[src/rtl/core_pkg.sv]
// Shared constants and types for the instruction-memory arbitration slice.
package core_pkg;

  localparam logic [31:0] IMEM_BASE  = 32'h0000_0000;
  localparam int unsigned IMEM_DEPTH = 1024;

  localparam logic REQ_IF  = 1'b0;
  localparam logic REQ_DBG = 1'b1;

  typedef struct packed {
    logic valid;
    logic err;
    logic owner;
  } resp_t;

endpackage

[src/rtl/imem_arbiter_rr_arb2.sv]
// Two-way round-robin arbiter; the pointer names the port preferred on contention.
module rr_arb2 (
  input  logic       clk,
  input  logic       rst_n,
  input  logic [1:0] req_i,
  output logic [1:0] gnt_o
);

  logic ptr_q, ptr_d;

  always_comb begin
    gnt_o = 2'b00;
    case (req_i)
      2'b01:   gnt_o = 2'b01;
      2'b10:   gnt_o = 2'b10;
      2'b11:   gnt_o = ptr_q ? 2'b10 : 2'b01;
      default: gnt_o = 2'b00;
    endcase
  end

  // After serving a port, prefer the other one; hold when idle.
  always_comb begin
    ptr_d = ptr_q;
    if (gnt_o[0])      ptr_d = 1'b1;
    else if (gnt_o[1]) ptr_d = 1'b0;
  end

  always_ff @(posedge clk or negedge rst_n) begin
    if (!rst_n) ptr_q <= 1'b0;
    else        ptr_q <= ptr_d;
  end

endmodule

[src/rtl/imem_arbiter.sv]
// Shares the instruction memory between fetch and debug ports with round-robin
// grant, address checking and a one-cycle pipelined response path.
module imem_arbiter
  import core_pkg::*;
#(
  parameter int unsigned          ADDR_WIDTH = 32,
  parameter int unsigned          DATA_WIDTH = 32,
  parameter logic [ADDR_WIDTH-1:0] BASE_ADDR = ADDR_WIDTH'(IMEM_BASE),
  parameter int unsigned          MEM_DEPTH  = IMEM_DEPTH
) (
  input  logic                  clk,
  input  logic                  reset_n,
  input  logic                  if_req,
  input  logic [ADDR_WIDTH-1:0] if_addr,
  input  logic                  if_flush,
  output logic                  if_gnt,
  output logic                  if_rvalid,
  output logic [DATA_WIDTH-1:0] if_rdata,
  output logic                  if_err,
  input  logic                  dbg_req,
  input  logic [ADDR_WIDTH-1:0] dbg_addr,
  output logic                  dbg_gnt,
  output logic                  dbg_rvalid,
  output logic [DATA_WIDTH-1:0] dbg_rdata,
  output logic                  dbg_err,
  output logic                  mem_en,
  output logic [ADDR_WIDTH-1:0] mem_addr,
  input  logic [DATA_WIDTH-1:0] mem_rdata
);

  // One extra bit so BASE + DEPTH*4 cannot wrap at the top of the address space.
  localparam logic [ADDR_WIDTH:0] LIM_LO = {1'b0, BASE_ADDR};
  localparam logic [ADDR_WIDTH:0] LIM_HI = LIM_LO + (ADDR_WIDTH+1)'(MEM_DEPTH) * (ADDR_WIDTH+1)'(4);

  logic [1:0]            req_v, gnt;
  logic                  any_gnt, sel_dbg, legal;
  logic [ADDR_WIDTH-1:0] gnt_addr;
  resp_t                 resp_q, resp_d;
  logic                  kill_q, kill_d;
  logic                  if_hit, dbg_hit;

  // Requests are masked during reset so no grant or memory access leaks out.
  assign req_v = {dbg_req, if_req} & {2{reset_n}};

  rr_arb2 u_rr_arb2 (
    .clk   (clk),
    .rst_n (reset_n),
    .req_i (req_v),
    .gnt_o (gnt)
  );

  assign if_gnt   = gnt[0];
  assign dbg_gnt  = gnt[1];
  assign any_gnt  = |gnt;
  assign sel_dbg  = gnt[1];
  assign gnt_addr = sel_dbg ? dbg_addr : if_addr;

  assign legal = ({1'b0, gnt_addr} >= LIM_LO) && ({1'b0, gnt_addr} < LIM_HI) &&
                 (gnt_addr[1:0] == 2'b00);

  assign mem_en   = any_gnt && legal;
  assign mem_addr = mem_en ? gnt_addr : '0;

  always_comb begin
    resp_d = '0;
    kill_d = 1'b0;
    if (any_gnt) begin
      resp_d.valid = 1'b1;
      resp_d.err   = !legal;
      resp_d.owner = sel_dbg ? REQ_DBG : REQ_IF;
      kill_d       = gnt[0] && if_flush;
    end
  end

  always_ff @(posedge clk or negedge reset_n) begin
    if (!reset_n) begin
      resp_q <= '0;
      kill_q <= 1'b0;
    end else begin
      resp_q <= resp_d;
      kill_q <= kill_d;
    end
  end

  // A fetch response is dropped if flushed at grant (kill bit) or at delivery.
  assign if_hit  = resp_q.valid && (resp_q.owner == REQ_IF) && !kill_q && !if_flush;
  assign dbg_hit = resp_q.valid && (resp_q.owner == REQ_DBG);

  assign if_rvalid  = if_hit;
  assign if_err     = if_hit && resp_q.err;
  assign if_rdata   = (if_hit && !resp_q.err) ? mem_rdata : '0;
  assign dbg_rvalid = dbg_hit;
  assign dbg_err    = dbg_hit && resp_q.err;
  assign dbg_rdata  = (dbg_hit && !resp_q.err) ? mem_rdata : '0;

endmodule
[config.mk]
export PLATFORM = sky130hd
export DESIGN_NAME = imem_arbiter
export DESIGN_NICKNAME = d
export VERILOG_FILES = /design/src/rtl/core_pkg.sv /design/src/rtl/imem_arbiter_rr_arb2.sv /design/src/rtl/imem_arbiter.sv
export SDC_FILE = /design/constraint.sdc
export NUM_CORES = 1
export LEC_CHECK = 0
export ABC_AREA = 0
export CORE_AREA = 5 5 76 78
export DETAILED_ROUTE_END_ITERATION = 16
export DIE_AREA = 0 0 81 83
export DONT_BUFFER_PORTS = 1
export HOLD_SLACK_MARGIN = 0.08
export MAX_ROUTING_LAYER = met4
export SLEW_MARGIN = 20
export SYNTH_ARGS = -nofsm -noshare
export SYNTH_HDL_FRONTEND = slang
export SYNTH_SLANG_ARGS = --single-unit
export TNS_END_PERCENT = 50
[constraint.sdc]
create_clock -name clk -period 4.6 [get_ports clk]
set_input_delay 0.92 -clock clk [delete_from_list [all_inputs] [get_ports clk]]
set_output_delay 0.92 -clock clk [all_outputs]
set_load 0.05 [all_outputs]
Yosys cells after proc, flatten, opt, wreduce, memory -nomap -nowiden

Index checks and enable logic that the tools add are counted.
Widths: inputs -> output; s select.

Order comparisons: 1
Eq/ne operators: 3
Mux-type cells: 11
Bitwise logic cells: 2
Reductions and logical operators: 18

Operators with widths:

| operator             | number |
|---|---|
| $mux 32              | 4 |
| $lt 32x13->1 const B | 1 |
| $logic_and 1x1->1    | 11 |
| $pmux 2 s3           | 1 |
| $eq 2x2->1 const B   | 2 |
| $logic_not 1->1      | 4 |
| $mux 1               | 4 |
| $mux 3               | 1 |
| $and 2x2->2          | 1 |
| $eq 2x1->1 const B   | 1 |
| $logic_not 2->1      | 1 |
| $mux 2               | 1 |
| $reduce_bool 2->1    | 1 |
| $reduce_or 2->1      | 1 |
| $not 1->1            | 1 |

Flip-flop bits (word level): 5
Input bits: 101
Output and inout port bits: 103
Word-level logic and storage cells: 40

Longest topological paths before layout

Word-level depth: 8
Depth in mapped cells: 6

By module

Synthesis repeated with hierarchy kept, for this count alone.

Cell total of the unflattened synthesis: 159
Area, all modules: 1117.3 µm²

Modules (own cells, without submodules):

| module       | times used | cells an instance | area each (µm²) | sequential area each (µm²) |
|---|---|---|---|---|
| imem_arbiter | 1          | 152               | 1056.0          | 100.1 |
| rr_arb2      | 1          | 7                 | 61.3            | 25.0 |

Least setup slack after synthesis

Ideal clock, no wire load.

Kind: input to output
From: input dbg_req
To: output mem_addr[10]
Data arrival time: 2942 ps
Setup slack: 738 ps
Stages: 6
Buffers on the path: 1
Cells stage by stage: nand2_1 a21o_1 inv_1 nand4_1 buf_2 o21ai_0

Longest elaborated chain between the ends: 8

Ends and longest elaborated chain:

| what                                            | line                                   | source |
|---|---|---|
| start, declared                                 | imem_arbiter.sv:20                     | `input logic dbg_req,` |
| $and 2x2->2 *                                   | imem_arbiter.sv:43                     | `assign req_v = {dbg_req, if_req} & {2{reset_n}};` |
| $eq 2x2->1 or $eq 2x1->1 (tied branches)        | imem_arbiter_rr_arb2.sv:13             | `case (req_i)` |
| $pmux 2 s3 *                                    | imem_arbiter_rr_arb2.sv:13             |  |
| named net dbg_gnt                               | imem_arbiter.sv:22                     | `output logic dbg_gnt,` |
| $mux 32                                         | imem_arbiter.sv:56                     | `assign gnt_addr = sel_dbg ? dbg_addr : if_addr;` |
| $lt 32x13->1 or $logic_not 2->1 (tied branches) | imem_arbiter.sv:58, imem_arbiter.sv:59 |  |
| $logic_and 1x1->1                               | imem_arbiter.sv:58                     | `assign legal = ({1'b0, gnt_addr} >= LIM_LO) && ({1'b0, gnt_addr} < LIM_HI) &&` |
| $logic_and 1x1->1                               | imem_arbiter.sv:61                     | `assign mem_en = any_gnt && legal;` |
| $mux 32 *                                       | imem_arbiter.sv:62                     | `assign mem_addr = mem_en ? gnt_addr : '0;` |
| end, declared                                   | imem_arbiter.sv:27                     | `output logic [ADDR_WIDTH-1:0] mem_addr,` |

The timed path passes the listed nets; every way through them passes the cells marked *.

Worst setup path after layout

From: input dbg_req
To: output mem_en

Longest elaborated chain between the ends: 7

Ends and longest elaborated chain:

| what                                            | line                                   | source |
|---|---|---|
| $and 2x2->2 *                                   | imem_arbiter.sv:43                     |  |
| $eq 2x2->1 or $eq 2x1->1 (tied branches)        | imem_arbiter_rr_arb2.sv:13             |  |
| $pmux 2 s3 *                                    | imem_arbiter_rr_arb2.sv:13             |  |
| named net dbg_gnt                               | imem_arbiter.sv:22                     |  |
| $mux 32                                         | imem_arbiter.sv:56                     |  |
| $lt 32x13->1 or $logic_not 2->1 (tied branches) | imem_arbiter.sv:58, imem_arbiter.sv:59 |  |
| $logic_and 1x1->1                               | imem_arbiter.sv:58                     |  |
| $logic_and 1x1->1 *                             | imem_arbiter.sv:61                     |  |
| end, declared                                   | imem_arbiter.sv:26                     | `output logic mem_en,` |

Marked as above.

==> summary.md <==
| Metric | Value |
|---|---|
| Worst path max stage delay | 510 ps |
| Final Hold Vio Count | 0 |
| H-tree Lvls | 1 |
| CP startpoint kind | primary input |
| Worst VDD drop | between 0.0001 and 0.00015 V |
| Largest net degree at the start of global routing | 33 |
| Max Slew Vio Count | 0 |
| I/O Buffers | 0 |
| Vias in the first global route | roughly 1200 |
| Fin crit period | around 3500 ps |
| Synth unique cells | 25 |
| Hold-fix buffers, CTS | 0 |
| Final worst setup slack | roughly 1100 ps |
| Pleak | about 0.00059 µW |
| Reg area | ~130 µm² |
| Initial cell density of the core | around 23% |
| Syn Inst Count | approximately 170 |
| Critical Path AT | 2580 ps |
| Width of the die | 81 µm |
| Crit end category | primary output |
| Max Cap Violations | 0 |
| First-pass GRT wire length | approximately 6.3 mm |
| Simple-Gate Fraction of Synth Area | between 50% and 60% |
| Core ar. | about 5000 µm² |
| Synthesized cell area | roughly 1100 µm² |
| # clock sinks | 5 |
| Post-route setup TNS | 0 ps |
| Adder-cell share of the synthesized area | 0% |
| Cts bufs inserted | 3 |
| Wirelength per Cell | 18.95 µm |
| Vias per inst | roughly 4.6 |
| Die height | slightly above 80 µm |
| Initial antenna violation count | 2 |
| Drt pass-1 iters | 4 |
| Buf+Inv Stages, Crit Path | 2 |
| DP Worst Slack | 1116 ps |
| Status | complete, no violations |
| HP Class | primary input to async pin |
| CTS-repair resized insts | 0 |
| Final HPWL DP | 4.335 mm |
| Post-synthesis mux area share | 0% |
| Multi-input logic area | slightly above 800 µm² |
| Initial drt markers | 26 |
| Clock Latency Late Sink | ~220 ps |
| Seq/Total Area, Yosys | a little over a tenth |
| Post-Route WL | between 4 and 5 mm |
| Worst Skew | between 1 and 1.5 ps |
| Relative slew slack | 26.40% |
| Setup Buffers After CTS | 0 |
| Synthesized area per cell | ~6.7 µm² |
| FFs w/ async S/R, synth | 100.0% |
| Worst-path cell chain | nand2_1 > a21o_1 > inv_1 > nand4_1 > a21oi_1 > buf_4 |
| CTS tree | built |
| Finished Layout Cells | 249 |
| Tcrit/Tclk final | 76.02% |
| Post-Synth XOR/XNOR Area | 0% |
| Synth Area in Compound Gates | around 7% |
| Total grt overflow | 0 |
| Std-Cell Rows | 26 |
| Routed Antenna Nets | 0 |
| Fillcell total | ~560 |
| Fmax | 286.0 MHz |
| GPL Wtd Cong | around 0.70 |
| RSZ-0062 raised after global routing | no |
| Ports | just over 200 |
| Kind of cell adding the most delay to the critical path | buffers and inverters |
| Clock buffer depth | 2 |
| Final net count | roughly 280 |
| DIE AREA | ~6700 µm² |
| CP Max Fanout | 12 |
| Hold Slack | around 400 ps |
| CP max stage cell | nand4_1 |
| Area growth syn-to-layout | 9.340% |
| #FFs+latches synth | 5 |
| GRT Total Usage | between 10 and 15% |
| Largest family of logic cells by synthesized area | simple AND/OR/NAND/NOR gates |
| P per Cell Area | 203.7 nW/µm² |
| Placed insts | approximately 240 |
| Synth Flop Type | dfrtp_1 |
| Share of post-route cells with drive strength above 1 | a little under an eighth |
| Reg clk slew, reported paths | roughly 40 ps |
| Synth warnings | 0 |
| Final setup violation count | 0 |
| Slew @ Worst Pin | 1104 ps |
| Clock root buffer | clkbuf_8 |
| Post-synth EDFFs | 0 |
| Crit path kind | primary input to primary output |
| Crit path required time | ~3700 ps |
| Total power | approximately 250 µW |
| Drc violations | 0 |
| DR vias | 1141 |
[through the flow]
step / instance area [µm²] / util, %
floorplan: 1217 / -
global placement: 1190 / 23.75
detailed placement: 1190 / 23.75
CTS: 1235 / 24.65
global route: 1245 / 24.85
finish: 1245 / 24.85
[cells in the final DEF, fill, tap and decap left out, types with 2 or more instances in the layout]
cell type	n
and2_1	67
conb_1	22
inv_1	14
buf_4	13
nand4_1	11
o21ai_1	10
nor4_1	8
dfrtp_1	5
diode_2	4
nand2_1	3
clkbuf_8	3
o21ai_0	2
nor2_1	2
and4_1	2
or4_4	2
and3_1	2
[power breakdown]
part,switching (µW),internal [µW]
Combinational,108,14.0
Sequential,4.17,48.1
Clock,20.3,59.4
Total,132,122
[logic make-up (layout without fill, tap and decap cells)]
logic type | after synthesis | in the layout
other cells | 1 | 26
simple gates | 102 | 102
flops | 5 | 5
buf+inv | 46 | 31
compound gates | 15 | 15
[Yosys cell counts, drive strengths merged (2+ instances only)]
| master | count | area [µm²] |
|---|---|---|
| nor4 | 8 | 50.05 |
| and3 | 2 | 12.51 |
| nor2 | 3 | 18.77 |
| o21ai | 12 | 60.06 |
| nand4 | 11 | 68.82 |
| dfrtp | 5 | 125.1 |
| and4 | 2 | 17.52 |
| buf | 26 | 191.4 |
| clkbuf | 6 | 25.02 |
| nand2 | 3 | 11.26 |
| a21oi | 2 | 10.01 |
| or4 | 2 | 22.52 |
| and2 | 67 | 419.2 |
| inv | 14 | 52.55 |
[layer usage]
| layer | share of wire [%] | global-route usage, % |
|---|---|---|
| met5 | 0 | - |
| met3 | 15 | 4.870 |
| met4 | 0.17 | 2.765 |
| met1 | 31 | 10.21 |
| met2 | 54 | 25.77 |
[worst paths after layout]
path	end	cells after the start	slack (ps)	start
setup / recovery	mem_en	6	1100	dbg_req
hold / removal	u_rr_arb2.ptr_q	0	400	reset_n
setup reg to reg	resp_q[1]	5	2620	u_rr_arb2.ptr_q
hold reg to reg	u_rr_arb2.ptr_q	1	550	u_rr_arb2.ptr_q
max in group asynchronous	resp_q[0]	0	4130	reset_n
min in group clk	u_rr_arb2.ptr_q	1	550	u_rr_arb2.ptr_q
[state kept, by name, summed over array words and instances (netlist names)]
name,cells
resp_q,3
u_rr_arb2.ptr_q,1
kill_q,1
[final cells by class]
class	count	area share, %
Timing Repair Buffer	13	7.839
Tap cell	70	7.035
Antenna cell	4	0.8040
Inverter	14	4.221
Sequential cell	5	10.05
Multi-Input combinational cell	139	66.43
Clock buffer	4	3.618
(Power assumes the default switching activity.)
